==> config.mk <==
export PLATFORM = sky130hd
export DESIGN_NAME = i2s_frame_scheduler
export DESIGN_NICKNAME = d
export VERILOG_FILES = /design/src/rtl/i2s_frame_scheduler.sv
export SDC_FILE = /design/constraint.sdc
export NUM_CORES = 1
export LEC_CHECK = 0
export CAP_MARGIN = 20
export CORE_MARGIN = 2
export CORE_UTILIZATION = 34
export DETAILED_ROUTE_END_ITERATION = 10
export DONT_BUFFER_PORTS = 1
export SETUP_SLACK_MARGIN = 0.2
export SKIP_CTS_REPAIR_TIMING = 1
export SYNTH_ARGS = -nofsm -noshare
export SYNTH_HDL_FRONTEND = slang
export SYNTH_SLANG_ARGS = --single-unit
==> constraint.sdc <==
create_clock -name clk -period 6.33 [get_ports clk]
set_input_delay 1.5825 -clock clk [delete_from_list [all_inputs] [get_ports clk]]
set_output_delay 1.5825 -clock clk [all_outputs]
set_load 0.02 [all_outputs]
==> src/rtl/i2s_frame_scheduler.sv <==
// i2s_frame_scheduler
//   Paces sample production for the I2S DAC transmitter. A 32-bit phase
//   accumulator produces the frame tick. On each tick the scheduler polls
//   every voice over a shared req/ack bus and sums the returned samples in
//   wide accumulators. It then saturates the sums into a stable 16-bit
//   signed L/R pair.
//
//   Optional build macro I2S_FRAME_GAIN_EN adds the voice_gain input. Each
//   sample is scaled by voice_gain/256 before it is accumulated.
//
// Ports
//   clk         system clock
//   rst         synchronous reset, active-high
//   enable      allows the phase accumulator to advance
//   voice_req   request a sample from the voice on voice_sel
//   voice_sel   index of the voice being polled
//   voice_ack   voice_l/voice_r valid (accepted only while voice_req=1)
//   voice_l/r   signed samples from the selected voice
//   voice_gain  (I2S_FRAME_GAIN_EN only) unsigned Q0.8 gain, taken with the ack
//   l/r         mixed, saturated samples to the transmitter
//   frame_done  one-cycle pulse in the cycle l/r take a new value
//   overrun     sticky: a tick arrived while a frame was still running
//   missed      sticky per voice: that voice timed out
//   clr_flags   clears overrun/missed; a same-cycle flag event wins
module i2s_frame_scheduler #(
   parameter int VOICES  = 4,
   parameter int CLK_HZ  = 25000000,
   parameter int LRCK_HZ = 44100,
   parameter int TIMEOUT = 64
) (
   input  logic              clk,
   input  logic              rst,
   input  logic              enable,
   output logic              voice_req,
   output logic [3:0]        voice_sel,
   input  logic              voice_ack,
   input  logic [15:0]       voice_l,
   input  logic [15:0]       voice_r,
`ifdef I2S_FRAME_GAIN_EN
   input  logic [7:0]        voice_gain,
`endif
   output logic [15:0]       l,
   output logic [15:0]       r,
   output logic              frame_done,
   output logic              overrun,
   output logic [VOICES-1:0] missed,
   input  logic              clr_flags
);

   localparam logic [63:0] INC64 = ((64'd1 << 32) * 64'(LRCK_HZ)) / 64'(CLK_HZ);
   localparam logic [31:0] INC   = INC64[31:0];
   localparam int          ACC_W = 16 + $clog2(VOICES);
   localparam logic signed [ACC_W-1:0] SAT_MAX = ACC_W'(32767);
   localparam logic signed [ACC_W-1:0] SAT_MIN = ACC_W'(-32768);

   typedef enum logic [1:0] {IDLE, REQ, NEXT, MIX} state_t;

   state_t                   state, next_state;
   logic [31:0]              phase;
   logic                     tick;
   logic [7:0]               wait_cnt;
   logic                     accept, timed_out;
   logic signed [ACC_W-1:0]  acc_l, acc_r;
   logic signed [ACC_W-1:0]  add_l, add_r;
   logic [VOICES-1:0]        miss_mask;

   // Tick generator: tick is the registered carry out of the phase add.
   // NOTE: sequential state is always written with <=, so every flop
   // samples the pre-edge value of every other flop.
   always_ff @(posedge clk) begin
      if (rst) begin
         phase <= '0;
         tick  <= 1'b0;
      end else if (enable) begin
         {tick, phase} <= {1'b0, phase} + {1'b0, INC};
      end else begin
         tick <= 1'b0;
      end
   end

   always_ff @(posedge clk) begin
      if (rst) state <= IDLE;
      else     state <= next_state;
   end

   // NOTE: every signal written here gets a default first, so no path
   // leaves one unassigned and no latch is inferred.
   always_comb begin
      next_state = state;
      voice_req  = 1'b0;
      accept     = 1'b0;
      timed_out  = 1'b0;
      unique case (state)
         IDLE: if (tick) next_state = REQ;
         REQ: begin
            voice_req = 1'b1;
            if (voice_ack) begin
               accept     = 1'b1;
               next_state = NEXT;
            end else if (wait_cnt == 8'(TIMEOUT - 1)) begin
               timed_out  = 1'b1;
               next_state = NEXT;
            end
         end
         NEXT: next_state = (voice_sel == 4'(VOICES - 1)) ? MIX : REQ;
         MIX:  next_state = IDLE;
         default: next_state = IDLE;
      endcase
   end

`ifdef I2S_FRAME_GAIN_EN
   // 16-bit signed times 9-bit non-negative gain; the >>>8 result always fits 16 bits.
   logic signed [24:0] prod_l, prod_r;
   assign prod_l = $signed(voice_l) * $signed({1'b0, voice_gain});
   assign prod_r = $signed(voice_r) * $signed({1'b0, voice_gain});
   assign add_l  = ACC_W'($signed(prod_l[24:8]));
   assign add_r  = ACC_W'($signed(prod_r[24:8]));
`else
   assign add_l  = ACC_W'($signed(voice_l));
   assign add_r  = ACC_W'($signed(voice_r));
`endif

   assign miss_mask = timed_out ? (VOICES'(1) << voice_sel) : '0;

   function automatic logic [15:0] sat16(input logic signed [ACC_W-1:0] a);
      if (a > SAT_MAX)      return 16'h7FFF;
      else if (a < SAT_MIN) return 16'h8000;
      else                  return a[15:0];
   endfunction

   always_ff @(posedge clk) begin
      if (rst) begin
         voice_sel  <= '0;
         wait_cnt   <= '0;
         acc_l      <= '0;
         acc_r      <= '0;
         l          <= '0;
         r          <= '0;
         frame_done <= 1'b0;
         overrun    <= 1'b0;
         missed     <= '0;
      end else begin
         frame_done <= 1'b0;
         // Counter is zero in every other state, so it restarts on each REQ entry.
         wait_cnt   <= (state == REQ) ? wait_cnt + 8'd1 : 8'd0;

         if (state == IDLE && tick) begin
            acc_l     <= '0;
            acc_r     <= '0;
            voice_sel <= '0;
         end
         if (accept) begin
            acc_l <= acc_l + add_l;
            acc_r <= acc_r + add_r;
         end
         if (state == NEXT && next_state == REQ) voice_sel <= voice_sel + 4'd1;
         if (state == MIX) begin
            l          <= sat16(acc_l);
            r          <= sat16(acc_r);
            frame_done <= 1'b1;
         end

         // A flag event in the same cycle as clr_flags takes priority.
         if (tick && state != IDLE) overrun <= 1'b1;
         else if (clr_flags)        overrun <= 1'b0;
         missed <= (clr_flags ? '0 : missed) | miss_mask;
      end
   end

endmodule

==> out/qor.txt <==
=================================================================================
Area of the core region                                                18,000 um2
Mux contribution to synthesized area                                      0.00821
Fraction of the mapped netlist area in adder cells                         0.0805
Fraction of registers with async set/reset                                      0
Die area                                                               19,500 um2
Worst EP required                                                         6.64 ns
Cell area after technology mapping                                       6250 um2
Fraction of final layout cells sized beyond drive strength 1               0.0613
Number of nets still failing antenna checks after routing                       0
TritonCTS clock tree                                                          yes
Largest fanout on the critical path                                             4
Setup Viol. Count Final                                                         0
Design area                                                              7110 um2
Most common cell after layout, fill and taps aside                        dfxtp_1
Most frequent cells in the layout                                    dfxtp_1, nor2_1, nand2_1
Largest family of logic cells by synthesized area                    compound AO/OA/AOI/OAI gates
Initial Util                                                                0.347
Gr usage total                                                              0.152
CTS max path bufs                                                               2
Cells after Synth                                                             765
Xor-xnor portion of the synthesized cell area                              0.0799
Clock tree root driver cell                                             clkbuf_16
Final hold slack                                                         0.450 ns
Classification of the worst-slack hold path                            reg -> reg
Maximum number of pins on one net before global-route repair                  100
CP Data Arrival Time                                                      3.60 ns
Final setup margin                                                        3.03 ns
Mean post-synth cell area                                                8.17 um2
Num CTS Buffers                                                                17
Number of input and output port buffers inserted                                0
Period Utilization, post-route                                              0.521
Number of DRC markers after the initial detailed-route iteration              280
Final hold violation count                                                      0
Post-Synth Simple-Gate Area                                                 0.202
Via count of the first global-routing pass                                  4,898
TritonRoute pass-1 iters                                                        4
Most common flop cell mapped by yosys                                     dfxtp_1
Number of max-slew violations in the final report                               0
Run status                                                           finished clean
Number of rows in the core area                                                49
Clock period minus worst slack                                            3.30 ns
Net total in the final layout                                                 830
Setup crit start kind                                                  input port
Clock insertion delay at the later pin of the skew report                 0.42 ns
Die Wd                                                                     140 um
Maximum clock rate                                                        303 MHz
Sum of net half-perimeters after detailed placement                     10,000 um
EDFF count, synth                                                               0
Total wire length                                                       14,500 um
Type of the setup path with the least slack                             in -> reg
Placed Area                                                              6420 um2
Layout overhead on the synthesized area                                     13.8%
Antenna violations before repair                                                1
Post-route clock skew                                                  0.00537 ns
Flip-flop and latch count after synthesis                                     120
Clock tree sinks                                                              120
Unique masters post-synth                                                      62
Clock H-tree levels                                                             4
Height of the die                                                          140 um
Via total after detailed routing                                            5,098
# Max-Cap Violations                                                            0
Post-Route Setup TNS                                                         0 ns
Setup repair after global routing missed its margin                         false
Complex-gate fraction of the synthesized area                               0.211
Synth Net Count                                                               841
Worst Tran Pin Value                                                      1.05 ns
Final routed DRC violation total                                                0
Register clock-pin slew on the reported worst setup and hold paths        0.06 ns
Ports                                                                          80
Filler Cells Inserted                                                       1,882
Worst setup timing slack at the placement stage                           2.61 ns
Overflow after GRT                                                              0
Global placer's final weighted congestion                                   0.809
Static power due to leakage                                               2.75 nW
Routed length per instance                                                14.5 um
Pwr Density                                                            282 nW/um2
Relative slew slack                                                         0.303
Sequential-to-total area share from yosys stat                              0.384
Peak supply drop                                                         0.181 mV
Detail-routed via count per cell                                             5.11
Sort of element at the end of the critical path                          register
Number of synthesis warnings                                                    0
First-pass GRT wire length                                              24,100 um
=================================================================================
==> cells by family (layout without fill, tap and decap cells) <==
family / after synthesis / in the layout
fa+ha+maj: 39 / 39
other cells: 0 / 1
mux: 5 / 5
flops: 120 / 120
simple gates: 276 / 276
buf+inv: 54 / 56
xor+xnor: 57 / 57
compound gates: 214 / 214
==> path summary, 6_finish.rpt <==
check	start	endpoint	slack [ns]	depth (start not counted)
worst max-delay path	voice_l[0]	acc_l[14]	3.03	10
worst min-delay path	wait_cnt[0]	wait_cnt[0]	0.45	1
worst max register to register	state[0]	acc_r[17]	3.26	5
worst min register to register	wait_cnt[0]	wait_cnt[0]	0.45	1
==> per-stage QoR <==
stage / std cells / power, mW / util
floorplan: 765 / 0.901 / -
global placement: 963 / 0.910 / 0.356
detailed placement: 963 / 0.910 / 0.356
CTS: 995 / 2.04 / 0.394
global route: 996 / 2.09 / 0.394
finish: 997 / 2.01 / 0.394
==> area by class of cell <==
type | instances | area [um2] | area share
Antenna cell | 1 | 2.50 | 0.000352
Clock buffer | 17 | 425 | 0.0598
Clock inverter | 15 | 249 | 0.0350
Inverter | 20 | 75.1 | 0.0106
Multi-Input combinational cell | 591 | 3640 | 0.512
Sequential cell | 120 | 2400 | 0.338
Tap cell | 229 | 287 | 0.0403
Timing Repair Buffer | 4 | 30.0 | 0.00422
==> cell usage after synthesis (all sizes together) (2+ instances only) <==
library cell,instances,area [um2]
fa,2,40.0
a211oi,5,42.5
nand2,88,330
o221ai,2,17.5
buf,7,33.8
ha,37,463
a32o,3,30.0
nand3b,4,30.0
or3,6,37.5
o21ai,63,319
a21boi,2,15.0
nand3,23,115
nor2b,11,71.3
a22oi,13,97.6
a32oi,3,26.3
o31ai,5,47.5
clkbuf,27,103
nand2b,10,62.6
or3b,3,26.3
xor2,32,280
a21o,14,105
o211ai,2,15.0
o21bai,6,45.0
and3,8,50.1
a31oi,5,37.5
nor2,93,349
o21a,5,37.5
and2,2,12.5
inv,20,75.1
mux2i,4,40.0
nor3,9,45.0
nand4b,2,17.5
a21oi,77,385
dfxtp,120,2400
xnor2,25,219
nand4,11,68.8
==> flip-flops by register name, indices dropped and copies added (netlist names) <==
| signal | cells |
|---|---|
| frame_done | 1 |
| r | 16 |
| state | 2 |
| acc_l | 18 |
| phase | 31 |
| tick | 1 |
| voice_sel | 4 |
| overrun | 1 |
| wait_cnt | 8 |
| missed | 4 |
| l | 16 |
| acc_r | 18 |
==> report_power, final <==
part           internal, mW  switching [mW]
sequential            0.773          0.0178
clock                 0.740           0.374
combinational        0.0477          0.0553
==> routing by layer <==
metal / wire [um] / share of wire / up-vias / GRT usage
li1: - / - / 2659 / -
met1: 7120 / 0.49 / 2333 / 0.199
met2: 6460 / 0.45 / 92 / 0.243
met3: 689 / 0.048 / 14 / 0.0430
met4: 184 / 0.013 / 0 / 0.0521
met5: 0 / 0 / - / 0
==> critical path, stage by stage <==
cell      delay (ns)
ha_1            0.17
inv_1           0.06
fa_1            0.40
nor2b_1         0.12
o21a_1          0.13
o21ai_0         0.17
a211oi_1        0.38
o211ai_1        0.15
a21o_1          0.20
a32o_1          0.24
(Power assumes the default switching activity.)
